`src/rtl/traffic_pkg.sv`:
```
// -----------------------------------------------------------------------------
// traffic_pkg
// Shared definitions for the emergency-vehicle pre-emption logic:
//   - intersection geometry (4 directions, 2 lanes per direction)
//   - scheduler state encoding
//   - helpers mapping directions to lane masks and lanes to direction requests
// No ports (package).
// -----------------------------------------------------------------------------
package traffic_pkg;

    localparam int unsigned NUM_DIRS      = 4;
    localparam int unsigned LANES_PER_DIR = 2;
    localparam int unsigned NUM_LANES     = NUM_DIRS * LANES_PER_DIR;

    typedef logic [1:0]           dir_t;
    typedef logic [NUM_DIRS-1:0]  dir_vec_t;
    typedef logic [NUM_LANES-1:0] lane_vec_t;

    typedef enum logic [1:0] {
        ST_NORMAL = 2'd0,
        ST_YELLOW = 2'd1,
        ST_ALLRED = 2'd2,
        ST_EGREEN = 2'd3
    } state_t;

    // Both lanes of direction d: bits 2d and 2d+1.
    function automatic lane_vec_t pair_mask(input dir_t dir);
        pair_mask = lane_vec_t'(2'b11) << {dir, 1'b0};
    endfunction

    // One-hot direction vector for direction d.
    function automatic dir_vec_t dir_onehot(input dir_t dir);
        dir_onehot = dir_vec_t'(1) << dir;
    endfunction

    // A direction requests when either of its lanes requests.
    function automatic dir_vec_t dir_req(input lane_vec_t lanes);
        dir_req = '0;
        for (int d = 0; d < NUM_DIRS; d++) begin
            dir_req[d] = lanes[2*d] | lanes[2*d+1];
        end
    endfunction

endpackage

```
`src/rtl/rr_arbiter4.sv`:
```
// -----------------------------------------------------------------------------
// rr_arbiter4
// Purely combinational 4-way round-robin arbiter. The search starts at the
// direction after last_grant and wraps, so the previous winner has lowest
// priority.
// Ports:
//   req        in  4  request per direction
//   last_grant in  2  direction granted last time
//   winner     out 2  selected direction (last_grant when nothing is valid)
//   valid      out 1  at least one request present
// -----------------------------------------------------------------------------
module rr_arbiter4
    import traffic_pkg::*;
(
    input  logic [NUM_DIRS-1:0] req,
    input  logic [1:0]          last_grant,
    output logic [1:0]          winner,
    output logic                valid
);

    logic [1:0] idx;

    // NOTE: every signal written here gets a default first, so no path leaves
    // it unassigned and no latch is inferred.
    always_comb begin
        winner = last_grant;
        valid  = 1'b0;
        idx    = '0;
        // Offsets 1..4: offset 4 wraps back to last_grant itself.
        for (int i = 1; i <= NUM_DIRS; i++) begin
            idx = last_grant + 2'(i);
            if (!valid && req[idx]) begin
                winner = idx;
                valid  = 1'b1;
            end
        end
    end

endmodule

```
`src/rtl/emergency_scheduler.sv`:
```
// -----------------------------------------------------------------------------
// emergency_scheduler
// Overrides the normal signal controller when an emergency vehicle requests a
// direction: the current greens go yellow, then all-red, then the requesting
// direction gets both lanes green for at least MIN_GREEN cycles. Further
// requests are served round-robin straight from all-red before handing back
// to the normal controller.
// Ports:
//   clk            in  1  clock, rising edge
//   rst            in  1  synchronous active-high reset
//   emergency_lane in  8  per-lane emergency request (lanes 2d,2d+1 = dir d)
//   normal_green   in  8  green mask from the normal controller
//   lane_green     out 8  registered green mask to the lamps
//   lane_yellow    out 8  registered yellow mask to the lamps
//   preempt_active out 1  registered; high while normal_green is overridden
//   grant_dir      out 2  direction currently / last granted emergency green
// -----------------------------------------------------------------------------
module emergency_scheduler
    import traffic_pkg::*;
#(
    parameter int unsigned YELLOW_CYC = 4,
    parameter int unsigned ALLRED_CYC = 2,
    parameter int unsigned MIN_GREEN  = 8
) (
    input  logic                 clk,
    input  logic                 rst,
    input  logic [NUM_LANES-1:0] emergency_lane,
    input  logic [NUM_LANES-1:0] normal_green,
    output logic [NUM_LANES-1:0] lane_green,
    output logic [NUM_LANES-1:0] lane_yellow,
    output logic                 preempt_active,
    output logic [1:0]           grant_dir
);

    // Counters are loaded with N-1 and the phase ends when they reach 0,
    // giving exactly N cycles per phase.
    localparam logic [7:0] YEL_LOAD = 8'(YELLOW_CYC - 1);
    localparam logic [7:0] AR_LOAD  = 8'(ALLRED_CYC - 1);
    localparam logic [7:0] MG_LOAD  = 8'(MIN_GREEN - 1);

    state_t    state_q,   state_d;
    logic [7:0] cnt_q,    cnt_d;
    lane_vec_t mask_q,    mask_d;
    dir_t      grant_q,   grant_d;
    dir_vec_t  pend_q,    pend_d;
    lane_vec_t green_q,   green_d;
    lane_vec_t yellow_q,  yellow_d;
    logic      preempt_q, preempt_d;

    dir_vec_t  dreq;
    dir_vec_t  arb_req;
    dir_t      arb_winner;
    logic      arb_valid;

    assign dreq = dir_req(emergency_lane);

    // Requests seen since the last grant are remembered, so a short pulse that
    // starts a clearance is still served when all-red ends. Arbitration sees
    // the remembered set plus whatever is live at that instant.
    assign arb_req = dreq | pend_q;

    rr_arbiter4 u_arb (
        .req        (arb_req),
        .last_grant (grant_q),
        .winner     (arb_winner),
        .valid      (arb_valid)
    );

    // Outputs are computed for the *next* state so they register on the same
    // edge as the state itself.
    always_comb begin
        state_d   = state_q;
        cnt_d     = cnt_q;
        mask_d    = mask_q;
        grant_d   = grant_q;
        pend_d    = pend_q | dreq;
        green_d   = '0;
        yellow_d  = '0;
        preempt_d = 1'b1;

        unique case (state_q)
            ST_NORMAL: begin
                if (|arb_req) begin
                    state_d  = ST_YELLOW;
                    mask_d   = normal_green;
                    cnt_d    = YEL_LOAD;
                    yellow_d = normal_green;
                end else begin
                    green_d   = normal_green;
                    preempt_d = 1'b0;
                end
            end

            ST_YELLOW: begin
                if (cnt_q == 8'd0) begin
                    state_d = ST_ALLRED;
                    cnt_d   = AR_LOAD;
                end else begin
                    cnt_d    = cnt_q - 8'd1;
                    yellow_d = mask_q;
                end
            end

            ST_ALLRED: begin
                if (cnt_q != 8'd0) begin
                    cnt_d = cnt_q - 8'd1;
                end else if (arb_valid) begin
                    state_d = ST_EGREEN;
                    grant_d = arb_winner;
                    cnt_d   = MG_LOAD;
                    green_d = pair_mask(arb_winner);
                    pend_d  = (pend_q | dreq) & ~dir_onehot(arb_winner);
                end else begin
                    state_d   = ST_NORMAL;
                    cnt_d     = 8'd0;
                    green_d   = normal_green;
                    preempt_d = 1'b0;
                end
            end

            ST_EGREEN: begin
                // The served direction's own request is not re-queued; it is
                // honoured by holding green instead.
                pend_d = (pend_q | dreq) & ~dir_onehot(grant_q);
                if (cnt_q != 8'd0) begin
                    cnt_d   = cnt_q - 8'd1;
                    green_d = pair_mask(grant_q);
                end else if (!dreq[grant_q]) begin
                    state_d  = ST_YELLOW;
                    mask_d   = pair_mask(grant_q);
                    cnt_d    = YEL_LOAD;
                    yellow_d = pair_mask(grant_q);
                end else begin
                    green_d = pair_mask(grant_q);
                end
            end

            default: begin
                state_d   = ST_NORMAL;
                preempt_d = 1'b0;
            end
        endcase
    end

    // NOTE: sequential state uses non-blocking assignments only, so every flop
    // samples the pre-edge values of the others.
    always_ff @(posedge clk) begin
        if (rst) begin
            state_q   <= ST_NORMAL;
            cnt_q     <= 8'd0;
            mask_q    <= '0;
            grant_q   <= 2'd3;
            pend_q    <= '0;
            green_q   <= '0;
            yellow_q  <= '0;
            preempt_q <= 1'b0;
        end else begin
            state_q   <= state_d;
            cnt_q     <= cnt_d;
            mask_q    <= mask_d;
            grant_q   <= grant_d;
            pend_q    <= pend_d;
            green_q   <= green_d;
            yellow_q  <= yellow_d;
            preempt_q <= preempt_d;
        end
    end

    assign lane_green     = green_q;
    assign lane_yellow    = yellow_q;
    assign preempt_active = preempt_q;
    assign grant_dir      = grant_q;

endmodule

```
`config.mk`:
```
export PLATFORM = sky130hd
export DESIGN_NAME = emergency_scheduler
export DESIGN_NICKNAME = d
export VERILOG_FILES = /design/src/rtl/traffic_pkg.sv /design/src/rtl/rr_arbiter4.sv /design/src/rtl/emergency_scheduler.sv
export SDC_FILE = /design/constraint.sdc
export NUM_CORES = 1
export LEC_CHECK = 0
export ABC_CLOCK_PERIOD_IN_PS = 8700
export CORE_UTILIZATION = 58
export CTS_BUF_LIST = sky130_fd_sc_hd__clkbuf_8 sky130_fd_sc_hd__clkbuf_16
export DETAILED_ROUTE_END_ITERATION = 10
export PLACE_DENSITY = 0.94
export SYNTH_ARGS = -nofsm -noshare
export SYNTH_HDL_FRONTEND = slang
export SYNTH_SLANG_ARGS = --single-unit
```
`constraint.sdc`:
```
create_clock -name clk -period 8.7 [get_ports clk]
set_input_delay 0.87 -clock clk [delete_from_list [all_inputs] [get_ports clk]]
set_output_delay 0.87 -clock clk [all_outputs]
set_load 0.05 [all_outputs]
```
; Yosys cells after proc, flatten, opt, wreduce, memory -nomap -nowiden
; Index checks and enable logic that the tools add are counted.
[totals]
regBits = 41
word_cells = 108
output_inout_bits = 19
[op_classes]
n_bitwise = 10
n_eq_ne = 9
shifts = 4
n_mux = 54
reduce_logical = 15
order_cmp = 4
addsub = 4
[op_table]
columns = operator, n
row1 = $mux W8, 17
row2 = $pmux W8 S3, 2
row3 = $pmux W8 S4, 1
row4 = $mux W2, 10
row5 = $pmux W8 S2, 1
row6 = $shl A2 B3 Y8 const A, 2
row7 = $lt A2 B3 Y1 const B, 4
row8 = $mux W1, 12
row9 = $bmux W1 S2, 5
row10 = $ne A2 B2 Y1 const B, 5
row11 = $and A4 B4 Y4, 2
row12 = $logic_not A8 Y1, 1
row13 = $mux W4, 2
row14 = $not A4 Y4, 2
row15 = $pmux W2 S4, 1
row16 = $pmux W4 S2, 1
row17 = $reduce_bool A8 Y1, 1
row18 = $shl A1 B2 Y4 const A, 2
row19 = $sub A8 B1 Y8 const B, 1
row20 = $reduce_and A5 Y1, 1
row21 = $add A2 B2 Y2 const B, 2
row22 = $eq A2 B2 Y1 const B, 2
row23 = $or A1 B1 Y1, 4
row24 = $or A4 B4 Y4, 1
row25 = 14 further kinds, 18

; Logic depth before layout (Yosys ltp)
; Gate-level depths: netlist of run 1.
[depth]
depth_word = 20
mapped_depth = 12
ltp_nobuf = 9

; Cells and area by module
; A second synthesis of run 1 with hierarchy kept.
[hier_totals]
cells_unflattened = 274
hier_area_um2 = 2205.9
[by_module_without_submodules]
columns = mod, instances, cells_per_inst, area_per_inst_um2, seq_area_each_um2
row1 = emergency_scheduler, 1, 260, 2123.3, 820.8
row2 = rr_arbiter4, 1, 14, 82.6, 0.0

; Least setup slack after synthesis of run 1
; OpenSTA, ideal clock, no wires.
[synth_path]
kind = reg-to-reg
from = register grant_q[0], in the netlist grant_dir[0]
to = register green_q[0], in the netlist lane_green[0]
path_slack_ps = 5451
required_ps = 8567
n_path_buf = 2
t_arrival_ps = 3116
setup_ps = 133
stages_incl_launch_ff = 12
cell_sequence = dfxtp_1 -> clkbuf_8 -> inv_2 -> ha_1 -> clkbuf_8 -> nand2b_4 -> and3_1 -> or4b_4 -> a2111oi_2 -> nor3_1 -> a311oi_1 -> a211oi_1
[synth_between]
elab_chain_cells = 17
[synth_lines]
columns = item, line_no
row1 = from (decl), emergency_scheduler.sv:44  ; dir_t grant_q, grant_d;
row2 = from (signal assigned), emergency_scheduler.sv:161  ; grant_q <= grant_d;
row3 = $add A2 B1 Y2, rr_arbiter4.sv:31  ; idx = last_grant + 2'(i);
row4 = $bmux W1 S2, rr_arbiter4.sv:32  ; if (!valid && req[idx]) begin
row5 = $mux W1 (implied by the code), rr_arbiter4.sv:32
row6 = $mux W1, rr_arbiter4.sv:32
row7 = $logic_not A1 Y1, rr_arbiter4.sv:32
row8 = $logic_and A1 B1 Y1, rr_arbiter4.sv:32
row9 = $mux W1, rr_arbiter4.sv:32
row10 = $logic_not A1 Y1, rr_arbiter4.sv:32
row11 = $logic_and A1 B1 Y1, rr_arbiter4.sv:32
row12 = $mux W1, rr_arbiter4.sv:32
row13 = $logic_not A1 Y1, rr_arbiter4.sv:32
row14 = $logic_and A1 B1 Y1, rr_arbiter4.sv:32
row15 = $mux W2, rr_arbiter4.sv:32
row16 = $shl A2 B3 Y8, traffic_pkg.sv:28  ; pair_mask = lane_vec_t'(2'b11) << {dir, 1'b0};
row17 = $mux W8, emergency_scheduler.sv:107  ; end else if (arb_valid) begin
row18 = $mux W8, emergency_scheduler.sv:105  ; if (cnt_q != 8'd0) begin
row19 = $pmux W8 S3 *, emergency_scheduler.sv:81  ; unique case (state_q)
row20 = to (signal assigned), emergency_scheduler.sv:163  ; green_q <= green_d;
row21 = to (decl), emergency_scheduler.sv:46  ; lane_vec_t green_q, green_d;
; Mark *: on every way between the ends. The rest lies on a longest branch, timed or not. The select of a mux whose other input is x is not followed.
; A chain may end at the register's enable or synchronous reset.

; Worst setup path in the final report of run 1
[layout_path]
from = register grant_q[0], in the netlist grant_dir[0]
to = register green_q[1], in the netlist lane_green[1]
; Same word-level chain as after synthesis.

==> key figures, run 1 <==
Run status
  – Outcome: complete, no violations

STA
  – Least-Margin Pin Slew: 0.904 ns
  – Achievable Freq: 270 MHz
  – Slew HR: 39.7%
  – Hold Slack: 0.499 ns
  – Crit share post-route: 42.5%
  – Hold Fails Final Rpt: 0
  – Setup ws final: 5.00 ns
  – Crit path time final: 3.70 ns
  – Pins over their slew limit: 0
  – RSZ-0062 raised after global routing: no
  – Sum of negative setup slack: 0 ns
  – Clock Skew: 0.00726 ns
  – Finish-stage setup viols: 0

Critical path
  – Register-to-Register Path Depth: 7
  – Reg2Reg Setup Slack: 5.00 ns
  – Critical Path Stages: 7
  – CP Capture Type: flip-flop
  – Crit-path slowest cell: mux4_1
  – CP delay by family, top: simple AND/OR/NAND/NOR gates
  – Critical path launch point type: flip-flop
  – Setup Crit Path Kind: reg2reg
  – Slowest stage delay, CP: 0.72 ns
  – CP Buf/Inv Count: 1
  – Crit-path max FO: 14
  – Worst path required time: 8.90 ns
  – Cells along the critical path: inv_2 > ha_1 > mux4_1 > nor4b_1 > nor3_1 > a311oi_1 > a211oi_1
  – Arrival @ worst endpoint: 3.90 ns

Synthesis
  – Unique masters post-synth: 52
  – Ys async rst share: 0%
  – Yosys top cell by area: dfxtp_1
  – Ys flop type: dfxtp_1
  – Mapped Area: 2480 µm²
  – Yosys reg bits: 41
  – Ranking of synthesized cells by area: dfxtp_1 (33%), nor2_1 (6.2%), ha_1 (5.5%), a21oi_1 (5.4%), a311oi_1 (4.9%)
  – Syn avg cell area: 8.61 µm²
  – Syn Nets: 317
  – Yosys warns: 0
  – Seq/Total Area, Yosys: 33.1%
  – EDFF count, synth: 0
  – Yosys top cell area share: 33.1%
  – Synth Instances: 288
  – Synth cell count leaders: dfxtp_1 (41), nor2_1 (41), a21oi_1 (27)

Power
  – IR Drop Worst-Case VDD: 114 µV
  – Sw Ratio: 44.5%
  – Sequential share of power: 33.3%
  – Pleak: 1.08 nW
  – Logic pwr share: 50.9%
  – Pint: 0.430 mW
  – Clock Power Share: 15.9%
  – Tot Pwr: 0.775 mW
  – Power per cell area: 268 nW/µm²
  – Sw power: 0.345 mW

Layout
  – Final Cell Area: 2890 µm²
  – Layout Cells excl Fill: 367
  – Area Growth Syn to Fin: 16.6%
  – Finished Core Util: 71.3%
  – Antenna diodes: 0
  – Fraction of layout cells with a size suffix above 1: 10.4%
  – # fillers: 287
  – Layout Nets: 345

Placed design
  – Placed cells: 359
  – Placement Setup Slack: 4.84 ns
  – Hpwl dp: 4330 µm
  – Routability cong.: 0.862
  – Port Buffer Count: 36
  – Placed cell area: 2810 µm²

Global route
  – All-layer global routing usage: 29.9%
  – Initial antenna violation count: 0
  – Vias in the first global route: 2197
  – Total congestion overflow: 0
  – Largest net degree at the start of global routing: 29
  – First-pass GRT wire length: 10200 µm

Hold path
  – Worst Hold Class: reg2reg
  – Hold depth: 2

Die
  – Starting Density: 61.1%
  – I/O pin count: 37
  – Die width: 67.4 µm
  – Die area: 4540 µm²
  – Die height: 67.4 µm
  – Std-Cell Rows: 23
  – Core ar.: 4060 µm²

Detailed routing
  – Vias per inst: 6.39
  – ANT nets after route: 0
  – Avg WL per Cell: 16.1 µm
  – Final wirelength: 5920 µm
  – Initial drt markers: 206
  – Residual DRC: 0
  – DR vias: 2344
  – DR pass1 iterations: 5

CTS
  – Sink Count: 41
  – CTS Root Cell: clkbuf_8
  – Post-CTS Setup Inserts: 0
  – Clock Latency Late Sink: 0.30 ns
  – Clock Tree Buf Depth: 2
  – Num CTS Buffers: 5
  – CTS H-tree lvls: 2
  – Hold Buf Count CTS: 0
  – CTS tree: yes
  – Cts repair resizes: 0
  – Worst-path clk slew: 0.08 ns

Flow run
  – Max Cap Viol: 0
[state kept, by name, summed over array words and instances (netlist names)]
| name | cells |
|---|---|
| cnt_q | 8 |
| lane_green | 8 |
| lane_yellow | 8 |
| preempt_active | 1 |
| grant_dir | 2 |
| state_q | 2 |
| mask_q | 8 |
| pend_q | 4 |
[power by group through the flow]
stage,clock [mW],combinational (mW),sequential (mW)
floorplan,0,0.271,0.296
global placement,0,0.377,0.259
detailed placement,0,0.387,0.261
CTS,0.125,0.390,0.257
global route,0.132,0.436,0.264
finish,0.123,0.394,0.258
[logic make-up (layout without fill, tap and decap cells)]
kind of cell	count (synthesis)	after routing	share of synthesized area (%)
muxes	5	5	4.39
AOI/OAI and AO/OA	84	84	23.9
and+or+nand+nor	114	114	24.8
xor gates and xnor gates	8	8	2.83
buffers and inverters	25	54	5.45
adders and majority gates	11	11	5.55
DFF	41	41	33.1
[layout by cell type (no fill, tap or decap), drive strengths merged, types with 2 or more instances in the layout]
cell type      count
or2                7
nand3b             2
and2               2
nand2             11
clkdlybuf4s50     36
o21ai             10
nand3              8
a22oi              8
xnor2              4
nand2b            10
nand4              4
dfxtp             41
xor2               4
clkinv             2
mux4               4
a211oi            13
a21oi             27
o31ai              4
nor3               9
nor4               2
ha                11
clkbuf             5
or2b               2
nor2b              2
nor2              42
and3               4
inv               10
a311oi            14
a2111oi            3
or3                6
[final timing paths]
check                             endpoint                      start
setup / recovery  lane_green[1]$_SDFF_PP0_  grant_dir[0]$_SDFFE_PP1P_
hold / removal      mask_q[5]$_SDFFE_PP0P_     mask_q[5]$_SDFFE_PP0P_
setup reg to reg  lane_green[1]$_SDFF_PP0_  grant_dir[0]$_SDFFE_PP1P_
hold reg to reg     mask_q[5]$_SDFFE_PP0P_     mask_q[5]$_SDFFE_PP0P_
[layout make-up]
| type | count | area [µm²] | area share [%] |
|---|---|---|---|
| clock buffers | 5 | 68.8 | 2.38 |
| clock inverters | 3 | 17.5 | 0.606 |
| inverters | 10 | 37.5 | 1.30 |
| multi-input cells | 222 | 1520 | 52.7 |
| flip-flops and latches | 41 | 821 | 28.4 |
| well taps | 50 | 62.6 | 2.16 |
| repair buffers | 36 | 360 | 12.5 |
[metal layers]
| layer | GRT usage (%) | wire (µm) | up-vias |
|---|---|---|---|
| li1 | - | - | 1114 |
| met1 | 38.6 | 2530 | 1095 |
| met2 | 44.9 | 2800 | 108 |
| met3 | 6.42 | 331 | 27 |
| met4 | 18.6 | 250 | 0 |
| met5 | 0 | 0 | - |
[worst reg2reg max path, delay by kind of cell, from the launching register on]
kind                     cells  cell delay, ns
AO/OA/AOI/OAI                2            0.56
adder cells (fa/ha/maj)      1            0.57
flip-flops                   1            0.65
buffers and inverters        1            0.21
multiplexers                 1            0.72
AND/OR/NAND/NOR              2            0.89
(Power assumes the default switching activity.)
==> run 2: changes to the inputs <==
- ABC_CLOCK_PERIOD_IN_PS: 8700 -> 3710
- CORE_UTILIZATION: 58 -> 54
- PLACE_DENSITY: 0.94 -> 0.89
- clock period: 8.7 -> 3.71 ns (I/O delays scaled with it)
==> key figures, run 2 (synthesis gave the netlist of run 1 again) <==
CTS
  – CTS H-tree lvls: 2 (unchanged)
  – Hold Buf Count CTS: 0 (unchanged)
  – Post-CTS Setup Inserts: 0 (unchanged)
  – Clock Latency Late Sink: 0.30 ns (about the same)
  – Worst-path clk slew: 0.08 ns (about the same)
  – Clock Tree Buf Depth: 2 (unchanged)
  – Sink Count: 41 (unchanged)
  – Cts repair resizes: 0 (unchanged)
  – CTS Root Cell: clkbuf_8
  – Num CTS Buffers: 5 (unchanged)
  – CTS tree: yes

Hold path
  – Worst Hold Class: reg2reg

Global route
  – Initial antenna violation count: 0 (unchanged)
  – First-pass GRT wire length: 10600 µm (+3.9%)
  – Total congestion overflow: 0 (unchanged)
  – Largest net degree at the start of global routing: 29 (unchanged)
  – All-layer global routing usage: 27.2% (-2.6 points)
  – Vias in the first global route: 2251 (+2.5%)

Placed design
  – Port Buffer Count: 36 (unchanged)
  – Hpwl dp: 4590 µm (+6.1%)
  – Placement Setup Slack: 0.433 ns (-4.41 ns)
  – Placed cell area: 2850 µm² (+1.4%)
  – Placed cells: 366 (+1.9%)
  – Routability cong.: 1.02 (+18%)

STA
  – Hold Fails Final Rpt: 0 (unchanged)
  – Setup ws final: 0.344 ns (-4.66 ns)
  – Clock Skew: 0.00635 ns (-0.000903 ns)
  – Hold Slack: 0.503 ns (+0.00383 ns)
  – Slew HR: 41.4% (+1.7 points)
  – Least-Margin Pin Slew: 0.878 ns (-0.0257 ns)
  – Pins over their slew limit: 0 (unchanged)
  – Achievable Freq: 297 MHz (+9.9%)
  – Finish-stage setup viols: 0 (unchanged)
  – Sum of negative setup slack: 0 ns (unchanged)
  – Crit path time final: 3.37 ns (-0.333 ns)
  – RSZ-0062 raised after global routing: no
  – Crit share post-route: 90.7% (+48 points)

Layout
  – Most frequent cells in the layout: nor2_1 (41), dfxtp_1 (41), clkdlybuf4s50_1 (36)
  – Layout Nets: 350 (+1.4%)
  – Layout Cells excl Fill: 374 (+1.9%)
  – Fraction of layout cells with a size suffix above 1: 11.8% (+1.4 points)
  – Area Growth Syn to Fin: 20.3%
  – Final Cell Area: 2980 µm² (+3.2%)
  – Antenna diodes: 0 (unchanged)
  – Finished Core Util: 68.0% (-3.2 points)
  – # fillers: 355 (+24%)

Detailed routing
  – Avg WL per Cell: 16.8 µm (+3.9%)
  – Residual DRC: 0 (unchanged)
  – Final wirelength: 6270 µm (+5.9%)
  – DR vias: 2398 (+2.3%)
  – DR pass1 iterations: 4 (-1)
  – Vias per inst: 6.41 (+0.39%)
  – Initial drt markers: 303 (+47%)
  – ANT nets after route: 0 (unchanged)

Power
  – Pleak: 1.13 nW (+4.6%)
  – Power per cell area: 668 nW/µm² (+150%)
  – Logic pwr share: 47.8% (-3.1 points)
  – Pint: 1.16 mW (+170%)
  – Sw Ratio: 41.9% (-2.7 points)
  – Sequential share of power: 30.2% (-3.1 points)
  – Sw power: 0.834 mW (+140%)
  – IR Drop Worst-Case VDD: 356 µV (+210%)
  – Clock Power Share: 22.0% (+6.1 points)
  – Tot Pwr: 1.99 mW (+160%)

Critical path
  – Critical path launch point type: flip-flop
  – Cells along the critical path: inv_1 > ha_1 > mux4_1 > nor4b_1 > nor3_1 > a311oi_1 > a211oi_1
  – CP Buf/Inv Count: 1 (unchanged)
  – CP Capture Type: flip-flop
  – Worst path required time: 3.92 ns (-4.98 ns)
  – Slowest stage delay, CP: 0.70 ns (-0.02 ns)
  – Crit-path slowest cell: mux4_1
  – CP delay by family, top: simple AND/OR/NAND/NOR gates
  – Arrival @ worst endpoint: 3.58 ns (-0.32 ns)
  – Setup Crit Path Kind: reg2reg
  – Crit-path max FO: 10 (-4)

Die
  – Die width: 69.8 µm (+3.5%)
  – I/O pin count: 37 (unchanged)
  – Std-Cell Rows: 24 (+4.3%)
  – Starting Density: 56.6% (-4.6 points)
  – Die area: 4870 µm² (+7.2%)
  – Core ar.: 4380 µm² (+8.0%)
  – Die height: 69.8 µm (+3.5%)

Run status
  – Outcome: complete, no violations

Flow run
  – Max Cap Viol: 0 (unchanged)
run 2: changes by cell type in the layout (fill, tap and decap cells not counted):
cell	delta
buf_4	+5
inv_6	+1
bufinv_16	+2
clkinv_2	-2
clkinvlp_4	-1
run 2: worst reg2reg max path, cell delays in order, from the launching register on:
cell	delay (ns)
dfxtp_1	0.46
inv_1	0.17
ha_1	0.55
mux4_1	0.70
nor4b_1	0.19
nor3_1	0.67
a311oi_1	0.25
a211oi_1	0.28
run 2: final timing paths:
path	startpoint	to	slack (ns)	cells past startpoint
setup / recovery	grant_dir[1]$_SDFFE_PP1P_	lane_green[3]$_SDFF_PP0_	0.34	7
hold / removal	cnt_q[0]$_SDFFE_PP0P_	cnt_q[0]$_SDFFE_PP0P_	0.50	1
setup reg to reg	grant_dir[1]$_SDFFE_PP1P_	lane_green[3]$_SDFF_PP0_	0.34	7
hold reg to reg	cnt_q[0]$_SDFFE_PP0P_	cnt_q[0]$_SDFFE_PP0P_	0.50	1
run 2: power groups by stage:
stage	clock, mW	sequential, mW	combinational, mW
floorplan	0	0.695	0.637
global placement	0	0.603	0.901
detailed placement	0	0.609	0.924
CTS	0.441	0.600	0.934
global route	0.462	0.612	1.04
finish	0.438	0.601	0.952
run 2: cell type report:
cell class | count | area, µm² | area share [%]
inverter | 10 | 37.5 | 1.26
tap | 52 | 65.1 | 2.18
timing repair buffer | 41 | 398 | 13.3
clock buffer | 5 | 68.8 | 2.31
multi-input combinational | 222 | 1520 | 51.1
clock inverter | 3 | 68.8 | 2.31
sequential | 41 | 821 | 27.5
run 2: routing by layer:
layer / up-vias / routed length (µm) / part of all wire (%) / GRT usage [%]
met5: - / 0 / 0 / 0
li1: 1133 / - / - / -
met2: 125 / 2960 / 47 / 43.9
met4: 0 / 165 / 2.6 / 12.7
met3: 19 / 438 / 7.0 / 6.40
met1: 1121 / 2700 / 43 / 34.2
